`src/rtl/motion_scheduler_pkg.sv`:
```
// Shared encodings for the motion scheduler: steering requests, H-bridge directions
// and the display mode of the sequencing FSM.
package motion_scheduler_pkg;

    typedef enum logic [1:0] {
        STEER_STOP     = 2'b00,
        STEER_RIGHT    = 2'b01,
        STEER_LEFT     = 2'b10,
        STEER_STRAIGHT = 2'b11
    } steer_e;

    typedef enum logic [1:0] {
        DIR_COAST = 2'b00,
        DIR_REV   = 2'b01,
        DIR_FWD   = 2'b10
    } dir_e;

    typedef enum logic [1:0] {
        MODE_IDLE  = 2'b00,
        MODE_RAMP  = 2'b01,
        MODE_RUN   = 2'b10,
        MODE_BRAKE = 2'b11
    } mode_e;

endpackage

```
`src/rtl/pwm_ramp_channel.sv`:
```
// One wheel: duty register that slews toward its target on each ramp tick,
// saturating exactly at the target, plus the registered PWM compare.
module pwm_ramp_channel #(
    parameter int unsigned PWM_W     = 10,
    parameter int unsigned RAMP_STEP = 8
) (
    input  logic             clk,
    input  logic             reset,
    input  logic [PWM_W-1:0] cnt,
    input  logic             tick,
    input  logic             clear,
    input  logic [PWM_W-1:0] target,
    output logic [PWM_W-1:0] duty,
    output logic             pwm
);

    localparam logic [PWM_W:0]   STEP_WIDE_C = (PWM_W+1)'(RAMP_STEP);
    localparam logic [PWM_W-1:0] STEP_C      = PWM_W'(RAMP_STEP);

    logic [PWM_W-1:0] duty_r;
    logic [PWM_W-1:0] duty_next_s;
    logic [PWM_W:0]   up_gap_s;
    logic [PWM_W:0]   down_gap_s;
    logic             pwm_r;

    // Next duty one step closer to the target; gaps are taken one bit wider so nothing wraps.
    always_comb begin
        up_gap_s    = {1'b0, target} - {1'b0, duty_r};
        down_gap_s  = {1'b0, duty_r} - {1'b0, target};
        duty_next_s = duty_r;
        if (duty_r < target) begin
            if (up_gap_s > STEP_WIDE_C) begin
                duty_next_s = duty_r + STEP_C;
            end else begin
                duty_next_s = target;
            end
        end else if (duty_r > target) begin
            if (down_gap_s > STEP_WIDE_C) begin
                duty_next_s = duty_r - STEP_C;
            end else begin
                duty_next_s = target;
            end
        end else begin
            duty_next_s = duty_r;
        end
    end

    // Duty register and PWM output; clear drops both to zero on the same edge.
    always_ff @(posedge clk or negedge reset) begin
        if (!reset) begin
            duty_r <= {PWM_W{1'b0}};
            pwm_r  <= 1'b0;
        end else if (clear) begin
            duty_r <= {PWM_W{1'b0}};
            pwm_r  <= 1'b0;
        end else begin
            if (tick) begin
                duty_r <= duty_next_s;
            end else begin
                duty_r <= duty_r;
            end
            pwm_r <= (cnt < duty_r);
        end
    end

    assign duty = duty_r;
    assign pwm  = pwm_r;

endmodule

```
`src/rtl/motion_scheduler.sv`:
```
// Motion scheduler top: start/stop > debounced obstacle > tracker arbitration driving two
// ramped PWM wheel channels. Define REVERSE_PIVOT_EN to run the inner wheel in reverse on turns.
module motion_scheduler
    import motion_scheduler_pkg::*;
#(
    parameter int unsigned PWM_W      = 10,
    parameter int unsigned SPEED_FAST = 1000,
    parameter int unsigned SPEED_SLOW = 600,
    parameter int unsigned RAMP_STEP  = 8,
    parameter int unsigned RAMP_DIV   = 100000,
    parameter int unsigned OBST_DEB   = 1000000,
    parameter int unsigned BRAKE_MIN  = 10000000
) (
    input  logic       clk,
    input  logic       reset,
    input  logic       start_move,
    input  logic [1:0] track_state,
    input  logic       obstacle,
    output logic       left_pwm,
    output logic       right_pwm,
    output logic [1:0] left_dir,
    output logic [1:0] right_dir,
    output logic [1:0] mode
);

    localparam int unsigned DIV_W = (RAMP_DIV > 1) ? $clog2(RAMP_DIV) : 1;
    localparam int unsigned DEB_W = $clog2(OBST_DEB + 1);
    localparam int unsigned BRK_W = $clog2(BRAKE_MIN + 1);

    localparam logic [PWM_W-1:0] FAST_C     = PWM_W'(SPEED_FAST);
    localparam logic [PWM_W-1:0] SLOW_C     = PWM_W'(SPEED_SLOW);
    localparam logic [PWM_W-1:0] ZERO_C     = {PWM_W{1'b0}};
    localparam logic [DIV_W-1:0] DIV_LAST_C = DIV_W'(RAMP_DIV - 1);
    localparam logic [DEB_W-1:0] DEB_LAST_C = DEB_W'(OBST_DEB - 1);
    localparam logic [BRK_W-1:0] BRK_MIN_C  = BRK_W'(BRAKE_MIN);
`ifdef REVERSE_PIVOT_EN
    localparam dir_e INNER_DIR_C = DIR_REV;
`else
    localparam dir_e INNER_DIR_C = DIR_FWD;
`endif

    logic [PWM_W-1:0] cnt_r;
    logic [DIV_W-1:0] div_r;
    logic             tick_s;
    logic [DEB_W-1:0] deb_cnt_r;
    logic             obst_deb_r;
    logic [BRK_W-1:0] brake_cnt_r;
    mode_e            state_r;
    mode_e            next_state_s;
    dir_e             left_dir_r;
    dir_e             right_dir_r;
    dir_e             left_tdir_s;
    dir_e             right_tdir_s;
    logic [PWM_W-1:0] left_tgt_s;
    logic [PWM_W-1:0] right_tgt_s;
    logic [PWM_W-1:0] left_eff_s;
    logic [PWM_W-1:0] right_eff_s;
    logic [PWM_W-1:0] left_duty_s;
    logic [PWM_W-1:0] right_duty_s;
    logic             at_target_s;
    logic             clear_s;

    // Free-running PWM counter and ramp-tick divider.
    always_ff @(posedge clk or negedge reset) begin
        if (!reset) begin
            cnt_r <= {PWM_W{1'b0}};
            div_r <= {DIV_W{1'b0}};
        end else begin
            cnt_r <= cnt_r + PWM_W'(1);
            if (tick_s) begin
                div_r <= {DIV_W{1'b0}};
            end else begin
                div_r <= div_r + DIV_W'(1);
            end
        end
    end

    assign tick_s = (div_r == DIV_LAST_C);

    // Obstacle debounce: raw level must disagree for OBST_DEB consecutive cycles to flip.
    always_ff @(posedge clk or negedge reset) begin
        if (!reset) begin
            deb_cnt_r  <= {DEB_W{1'b0}};
            obst_deb_r <= 1'b0;
        end else if (obstacle != obst_deb_r) begin
            if (deb_cnt_r == DEB_LAST_C) begin
                obst_deb_r <= ~obst_deb_r;
                deb_cnt_r  <= {DEB_W{1'b0}};
            end else begin
                deb_cnt_r <= deb_cnt_r + DEB_W'(1);
            end
        end else begin
            deb_cnt_r <= {DEB_W{1'b0}};
        end
    end

    // Steering request to per-wheel target duty and direction.
    always_comb begin
        left_tgt_s   = ZERO_C;
        right_tgt_s  = ZERO_C;
        left_tdir_s  = DIR_COAST;
        right_tdir_s = DIR_COAST;
        case (steer_e'(track_state))
            STEER_STRAIGHT: begin
                left_tgt_s   = FAST_C;
                right_tgt_s  = FAST_C;
                left_tdir_s  = DIR_FWD;
                right_tdir_s = DIR_FWD;
            end
            STEER_LEFT: begin
                left_tgt_s   = SLOW_C;
                right_tgt_s  = FAST_C;
                left_tdir_s  = INNER_DIR_C;
                right_tdir_s = DIR_FWD;
            end
            STEER_RIGHT: begin
                left_tgt_s   = FAST_C;
                right_tgt_s  = SLOW_C;
                left_tdir_s  = DIR_FWD;
                right_tdir_s = INNER_DIR_C;
            end
            default: begin
                left_tgt_s   = ZERO_C;
                right_tgt_s  = ZERO_C;
                left_tdir_s  = DIR_COAST;
                right_tdir_s = DIR_COAST;
            end
        endcase
    end

    // A wheel whose direction must change is first ramped to zero before it flips.
    always_comb begin
        left_eff_s  = (left_dir_r == left_tdir_s) ? left_tgt_s : ZERO_C;
        right_eff_s = (right_dir_r == right_tdir_s) ? right_tgt_s : ZERO_C;
        at_target_s = (left_dir_r == left_tdir_s) && (left_duty_s == left_tgt_s) &&
                      (right_dir_r == right_tdir_s) && (right_duty_s == right_tgt_s);
    end

    // Next-state arbitration: start/stop first, then obstacle, then tracker.
    always_comb begin
        next_state_s = state_r;
        case (state_r)
            MODE_IDLE: begin
                if (start_move) begin
                    next_state_s = MODE_RAMP;
                end else begin
                    next_state_s = MODE_IDLE;
                end
            end
            MODE_RAMP: begin
                if (!start_move) begin
                    next_state_s = MODE_IDLE;
                end else if (obst_deb_r) begin
                    next_state_s = MODE_BRAKE;
                end else if (at_target_s) begin
                    next_state_s = MODE_RUN;
                end else begin
                    next_state_s = MODE_RAMP;
                end
            end
            MODE_RUN: begin
                if (!start_move) begin
                    next_state_s = MODE_IDLE;
                end else if (obst_deb_r) begin
                    next_state_s = MODE_BRAKE;
                end else if (!at_target_s && (steer_e'(track_state) != STEER_STOP)) begin
                    next_state_s = MODE_RAMP;
                end else begin
                    next_state_s = MODE_RUN;
                end
            end
            MODE_BRAKE: begin
                if (!start_move) begin
                    next_state_s = MODE_IDLE;
                end else if ((brake_cnt_r >= BRK_MIN_C) && !obst_deb_r) begin
                    next_state_s = MODE_RAMP;
                end else begin
                    next_state_s = MODE_BRAKE;
                end
            end
            default: begin
                next_state_s = MODE_IDLE;
            end
        endcase
        clear_s = (next_state_s == MODE_IDLE) || (next_state_s == MODE_BRAKE);
    end

    // State, brake timer and registered wheel directions.
    always_ff @(posedge clk or negedge reset) begin
        if (!reset) begin
            state_r     <= MODE_IDLE;
            brake_cnt_r <= {BRK_W{1'b0}};
            left_dir_r  <= DIR_COAST;
            right_dir_r <= DIR_COAST;
        end else begin
            state_r <= next_state_s;
            if (state_r != MODE_BRAKE) begin
                brake_cnt_r <= {BRK_W{1'b0}};
            end else if (brake_cnt_r < BRK_MIN_C) begin
                brake_cnt_r <= brake_cnt_r + BRK_W'(1);
            end else begin
                brake_cnt_r <= brake_cnt_r;
            end
            if (clear_s) begin
                left_dir_r  <= DIR_COAST;
                right_dir_r <= DIR_COAST;
            end else begin
                if ((left_dir_r != left_tdir_s) && (left_duty_s == ZERO_C)) begin
                    left_dir_r <= left_tdir_s;
                end else begin
                    left_dir_r <= left_dir_r;
                end
                if ((right_dir_r != right_tdir_s) && (right_duty_s == ZERO_C)) begin
                    right_dir_r <= right_tdir_s;
                end else begin
                    right_dir_r <= right_dir_r;
                end
            end
        end
    end

    pwm_ramp_channel #(
        .PWM_W     (PWM_W),
        .RAMP_STEP (RAMP_STEP)
    ) u_left (
        .clk    (clk),
        .reset  (reset),
        .cnt    (cnt_r),
        .tick   (tick_s),
        .clear  (clear_s),
        .target (left_eff_s),
        .duty   (left_duty_s),
        .pwm    (left_pwm)
    );

    pwm_ramp_channel #(
        .PWM_W     (PWM_W),
        .RAMP_STEP (RAMP_STEP)
    ) u_right (
        .clk    (clk),
        .reset  (reset),
        .cnt    (cnt_r),
        .tick   (tick_s),
        .clear  (clear_s),
        .target (right_eff_s),
        .duty   (right_duty_s),
        .pwm    (right_pwm)
    );

    assign left_dir  = left_dir_r;
    assign right_dir = right_dir_r;
    assign mode      = state_r;

endmodule

```
`config.mk`:
```
export PLATFORM = sky130hd
export DESIGN_NAME = motion_scheduler
export DESIGN_NICKNAME = d
export VERILOG_FILES = /design/src/rtl/motion_scheduler_pkg.sv /design/src/rtl/pwm_ramp_channel.sv /design/src/rtl/motion_scheduler.sv
export SDC_FILE = /design/constraint.sdc
export NUM_CORES = 1
export LEC_CHECK = 0
export BUFFER_PORTS_ARGS = -buffer_cell sky130_fd_sc_hd__buf_2
export CORE_MARGIN = 8
export CORE_UTILIZATION = 55
export CTS_BUF_LIST = sky130_fd_sc_hd__clkbuf_16
export CTS_CLUSTER_DIAMETER = 40
export DETAILED_ROUTE_END_ITERATION = 8
export GPL_TIMING_DRIVEN = 0
export PLACE_DENSITY = 0.8
export SLEW_MARGIN = 25
export SYNTH_ARGS = -nofsm -noshare
export SYNTH_HDL_FRONTEND = slang
export SYNTH_SLANG_ARGS = --single-unit
```
`constraint.sdc`:
```
create_clock -name clk -period 3.75 [get_ports clk]
set_input_delay 0.375 -clock clk [delete_from_list [all_inputs] [get_ports clk]]
set_output_delay 0.375 -clock clk [all_outputs]
set_load 0.01 [all_outputs]
```
==> results of run 1 <==
-- flip-flops by register name (all words and copies together), names as in the netlist --
| name | count |
|---|---|
| cnt_r | 10 |
| left_dir | 1 |
| u_left.pwm | 1 |
| deb_cnt_r | 20 |
| div_r | 17 |
| obst_deb_r | 1 |
| u_right.duty | 7 |
| right_dir | 1 |
| u_right.pwm | 1 |
| brake_cnt_r | 24 |
| u_left.duty | 7 |
| mode | 2 |
-- placed cells by master, fill, tap and decap left out, types with 4 or more instances in the layout --
cell type and instances:
o21a_1 12, buf_4 4, buf_2 14, nand2_1 52, nor4_1 6, nand3_1 52, clkbuf_1 16, xor2_1 40
clkbuf_16 9, and4_1 4, and2_1 6, clkinv_2 4, a32oi_1 4, or3_1 13, ha_1 52, nand2b_1 9
a211oi_2 4, o211ai_1 6, o31ai_1 4, a31oi_1 7, nor2b_1 14, nor3_1 17, a21o_1 5, o21ai_0 25
o22ai_1 5, dfrtp_1 92, inv_1 34, a211oi_1 6, nor2_1 96, xnor2_1 30, a21oi_1 24, nand4_1 17
and3_1 11
-- power breakdown --
part / leakage, nW / switching [mW] / internal (mW)
clock: 0.142 / 0.395 / 0.453
combinational: 1.68 / 0.309 / 0.205
sequential: 1.25 / 0.00987 / 0.999
-- cell type report --
| cell class | instances | share of cell area (%) |
|---|---|---|
| Timing Repair Buffer | 15 | 1.55 |
| Inverter | 34 | 1.74 |
| Multi-Input combinational cell | 602 | 57.0 |
| Clock buffer | 9 | 3.07 |
| Buffer | 28 | 2.06 |
| Tap cell | 147 | 2.51 |
| Sequential cell | 92 | 31.4 |
| Clock inverter | 7 | 0.733 |
-- timing repair --
item / in CTS / in global routing
endpoints found under the setup margin: 14 / 13
hold endpoints to repair: 12 / 0
resized for setup: 10 / 16
gates cloned: 0 / 0
pin swaps: 1 / 0
buffers inserted: 2 / 0
hold buffers: 1 / 0
-- kinds of logic after synthesis --
group / Yosys count / synth area share [%]
multiplexers: 6 / 0.960
XOR/XNOR: 70 / 9.22
AND/OR/NAND/NOR: 319 / 23.9
AO/OA/AOI/OAI: 148 / 16.1
adder cells (fa/ha/maj): 57 / 11.0
flip-flops: 92 / 34.6
buffers and inverters: 64 / 4.23
other: 1 / 0.0564
-- path summary, 6_finish.rpt --
kind                                startpoint              end  slack (ps)
worst max register to register     left_dir[1]   u_left.duty[7]         140
worst min-delay path                start_move          mode[0]         300
worst min register to register        div_r[4]         div_r[4]         480
worst max-delay path            track_state[0]   u_left.duty[7]         120
min in group asynchronous                reset  u_right.duty[5]         420
max in group asynchronous                reset   u_left.duty[9]        2720
-- per-stage QoR --
step	hold WS [ps]	worst slack (ps)	area (um2)
floorplan	79.4	-24.3	6660
global placement	456	-728	6900
detailed placement	208	-880	6930
CTS	293	52.0	7260
global route	307	-2.55	7340
finish	300	122	7340
-- layer usage --
layer / up-vias / global-route usage, % / share of wire, %
li1: 2746 / - / -
met1: 2826 / 23.6 / 43
met3: 34 / 4.47 / 5.3
met2: 202 / 33.5 / 50
met5: - / 0 / 0.059
met4: 2 / 7.36 / 2.0
-- critical path: stages --
cell and delay [ps]:
buf_2 140, or2_4 320, ha_4 250, nand2b_2 230, inv_1 130, ha_2 340
o21a_1 210, o22ai_1 140, mux2_2 380, a2111oi_4 360, nor3_1 170, buf_2 220
a221oi_1 300, a21oi_1 110, o21a_1 180
==> flow_summary.toml, run 1 <==
[run_status]
status = "finished clean"

[finish]
multi_input_area_um2 = 4180
nets = 845
num-fill-cells = 927
area_delta_synth_final_pct = 10.4
antenna_cells = 0
instances_no_fill = 934
ff_latch_area_um2 = 2300
post-route-util_pct = 61.6
drive_gt1_share_pct = 9.53

[global_routing]
grt_remaining_overflow = 0
antenna_found_initial = 1
grt_pass1_wl_um = 26100
grt.total_usage_pct = 19.6
grt_max_degree = 81
grt_pass1_vias = 5560

[hold_path]
hold_class = "in2reg"
hold_depth = 2

[sta]
fin_crit_sh_pct = 96.8
setup_tns_ps = 0
final-hold-violation-count = 0
clock.fmax_mhz = 276
worst_pin_slew_ps = 690
fin_skew_ps = 7.96
post-route-min-period_ps = 3630
final-setup-viol-count = 0
max-slew-margin-rel_pct = 53.6
slew_viol_final = 0

[detailed_routing]
avgRoutedWirePerCell_um = 16.4
wl_um = 15300
vias = 5810
drc_errors = 0
ant_nets = 0
vias_per_cell = 6.22
drtPass1Iterations = 5
drt_iter0_drc = 592

[synthesis]
synth-edff-count = 0
synth_area_um2 = 6650
synth.area.top_cells = "dfrtp_1 (35%), ha_1 (10%), nor2_1 (5.5%)"
syn_inst = 757
syn_avg_cell_area_um2 = 8.78
synth_ff_type = "dfrtp_1"
ys_types = 77
seq_area_frac_synth_pct = 34.6
ys_async_sr_fraction_pct = 100
synth_most_common_cell = "nor2_1"
synth_seq_cells = 92
yosys_warnings = 0
synth_top_area_share_pct = 34.6
synth_commonest_cells = "nor2_1 (97), dfrtp_1 (92), ha_1 (55), nand2_1 (52), nand3_1 (52)"
synth.largest_area_cell = "dfrtp_1"

[pwr]
p_total_mw = 2.37
vdd_drop_max_v = 0.000275
power.leakage_nw = 3.07
power_density_nw_per_um2 = 323

[floorplanning]
die_area_um2 = 15900
core.rowCount = 40
initial_utilization_pct = 55.8
die_height_um = 126
core-area_um2 = 11900
io_pins = 14
die_x_um = 126

[cts]
clockRootBuffer = "clkbuf_16"
insertion_delay_ps = 350
clkSinkCount = 92
clkTransAtPathRegs_ps = 60
cts_tree = "yes"
htree_levels = 3
cts_buffers = 9
clock_path_buffers = 2

[setup_path]
critPathKind = "in2reg"
r2r_cells = 13
crit_fanout = 10
worstPathRequired_ps = 3980
critPathArrivalTime_ps = 3860
critPathCaptureType = "flop"
start_kind = "input port"

[place]
hpwl_um = 11000
numPortBuffers = 11
place_inst = 917
gp_congestion = 0.870

[job]
maxCapViolations = 0
Power figures use the tool's default switching activity.
==> inputs of run 2 (changes only) <==
PLACE_DENSITY = 0.74   (was 0.8)
==> flow_summary.toml, run 2 (synthesized netlist as in run 1, its figures left out) <==
[place]
numPortBuffers = 11
placedInstanceArea_um2 = 6930
gp_congestion = 0.917
place_inst = 917
dp_slack_ps = -838
hpwl_um = 11400

[hold_path]
hold_start = "start_move"
hold_class = "in2reg"
hold_depth = 2
worstHoldEndpoint = "mode[0]"

[finish]
antenna_cells = 0
final_cell_mix = "nor2_1 (96), dfrtp_1 (92), nand3_1 (52), nand2_1 (52), ha_1 (52)"
drive_gt1_share_pct = 9.29
instances_no_fill = 933
area_delta_synth_final_pct = 10.7
num-fill-cells = 1050
largest-register = "brake_cnt_r"
top_regs = "brake_cnt_r (24), deb_cnt_r (20), div_r (17)"
final_common_cell = "nor2_1"
post-route-util_pct = 61.8
largest_reg_flops = 24
nets = 844
design_area_um2 = 7360

[sta]
clock.fmax_mhz = 279
max-slew-margin-rel_pct = 49.8
final-hold-violation-count = 0
fin_crit_sh_pct = 95.6
rsz0062_at_grt = "no"
post-route-min-period_ps = 3590
whs_ps = 302
fin_ws_ps = 164
setup_tns_ps = 0
worst_pin_slew_ps = 747
slew_viol_final = 0
final-setup-viol-count = 0
fin_skew_ps = 9.38

[pwr]
p_sw_uw = 708
vdd_drop_max_v = 0.000303
p_sw_share_pct = 29.2
power_frac_seq_pct = 41.5
intPower_mw = 1.72
pwr-share-clk_pct = 37.4
power.leakage_nw = 3.08
power_density_nw_per_um2 = 330
p_total_mw = 2.43
combPwrFrac_pct = 21.1

[global_routing]
grt.total_usage_pct = 20.0
grt_remaining_overflow = 0
grt_pass1_vias = 5714
grt_pass1_wl_um = 26600
antenna_found_initial = 1
grt_max_degree = 53

[cts]
cts_tree = "yes"
clkSinkCount = 92
clock_path_buffers = 2
clkTransAtPathRegs_ps = 70
cts_buffers = 9
clockRootBuffer = "clkbuf_16"
insertion_delay_ps = 350
htree_levels = 3

[setup_path]
critPathKind = "in2reg"
r2r-start = "right_dir[1]"
crit_fanout = 10
start_kind = "input port"
critPathCaptureType = "flop"
critPathArrivalTime_ps = 3870
r2r_cells = 13
worstPathRequired_ps = 4030
timing.rr.end = "u_right.duty[5]"
rrSetupSlack_ps = 170

[floorplanning]
die_height_um = 126
die_x_um = 126
core-area_um2 = 11900
die_area_um2 = 15900
core.rowCount = 40
initial_utilization_pct = 55.8
io_pins = 14

[detailed_routing]
wl_um = 15400
vias = 5688
ant_nets = 0
drtPass1Iterations = 5
avgRoutedWirePerCell_um = 16.5
vias_per_cell = 6.10
drc_errors = 0
drt_iter0_drc = 447

[run_status]
status = "finished clean"

[job]
maxCapViolations = 0
-- run 2: worst max path at each step --
stage	startpoint	endpoint	slack (ps)	cells past startpoint
2_1_floorplan	track_state[0]	u_right.duty[4]	-20	14
3_3_place_gp	track_state[0]	u_right.duty[4]	-730	15
3_5_place_dp	track_state[0]	u_right.duty[4]	-840	15
4_1_cts	track_state[0]	u_right.duty[5]	7	15
5_1_grt	left_dir[1]	u_left.duty[6]	7	13
6_report	track_state[0]	u_right.duty[5]	160	15
-- run 2: critical path, cell delays in order --
cell      delay, ps
buf_2           140
or2_4           310
ha_2            300
nor2b_4         190
ha_1            270
buf_2           200
a21o_1          190
a221o_1         400
nand3_1         100
a222oi_1         90
buf_4           170
buf_4           130
or4b_2          600
a31o_2          260
a21oi_1         130
-- run 2: timing repair --
action	in CTS	in global routing
setup endpoints to repair	14	14
gates cloned	0	0
endpoints found under the hold margin	40	0
setup buffers	2	1
resized for setup	18	11
pin swaps	1	1
hold buffers	1	0
-- run 2: final cells by class --
type / instances / area, um2 / share of cell area (%)
multi-input combinational: 602 / 4190 / 56.9
inverter: 34 / 128 / 1.73
tap: 147 / 184 / 2.50
buffer: 26 / 145 / 1.97
sequential: 92 / 2300 / 31.3
clock inverter: 7 / 66.3 / 0.901
timing repair buffer: 16 / 121 / 1.65
clock buffer: 9 / 225 / 3.06
-- run 2: power groups by stage --
stage	sequential [mW]	combinational, mW	clock, mW
finish	1.01	0.513	0.907
global route	1.01	0.562	0.966
CTS	1.01	0.491	0.926
detailed placement	1.03	0.455	0
global placement	1.03	0.431	0
floorplan	1.03	0.336	0
-- run 2: per-layer routing --
layer  GRT usage (%)  wire length (um)
met1            24.2              6820
met2            33.9              7550
met3            4.43               639
met4            8.14               344
met5               0                10
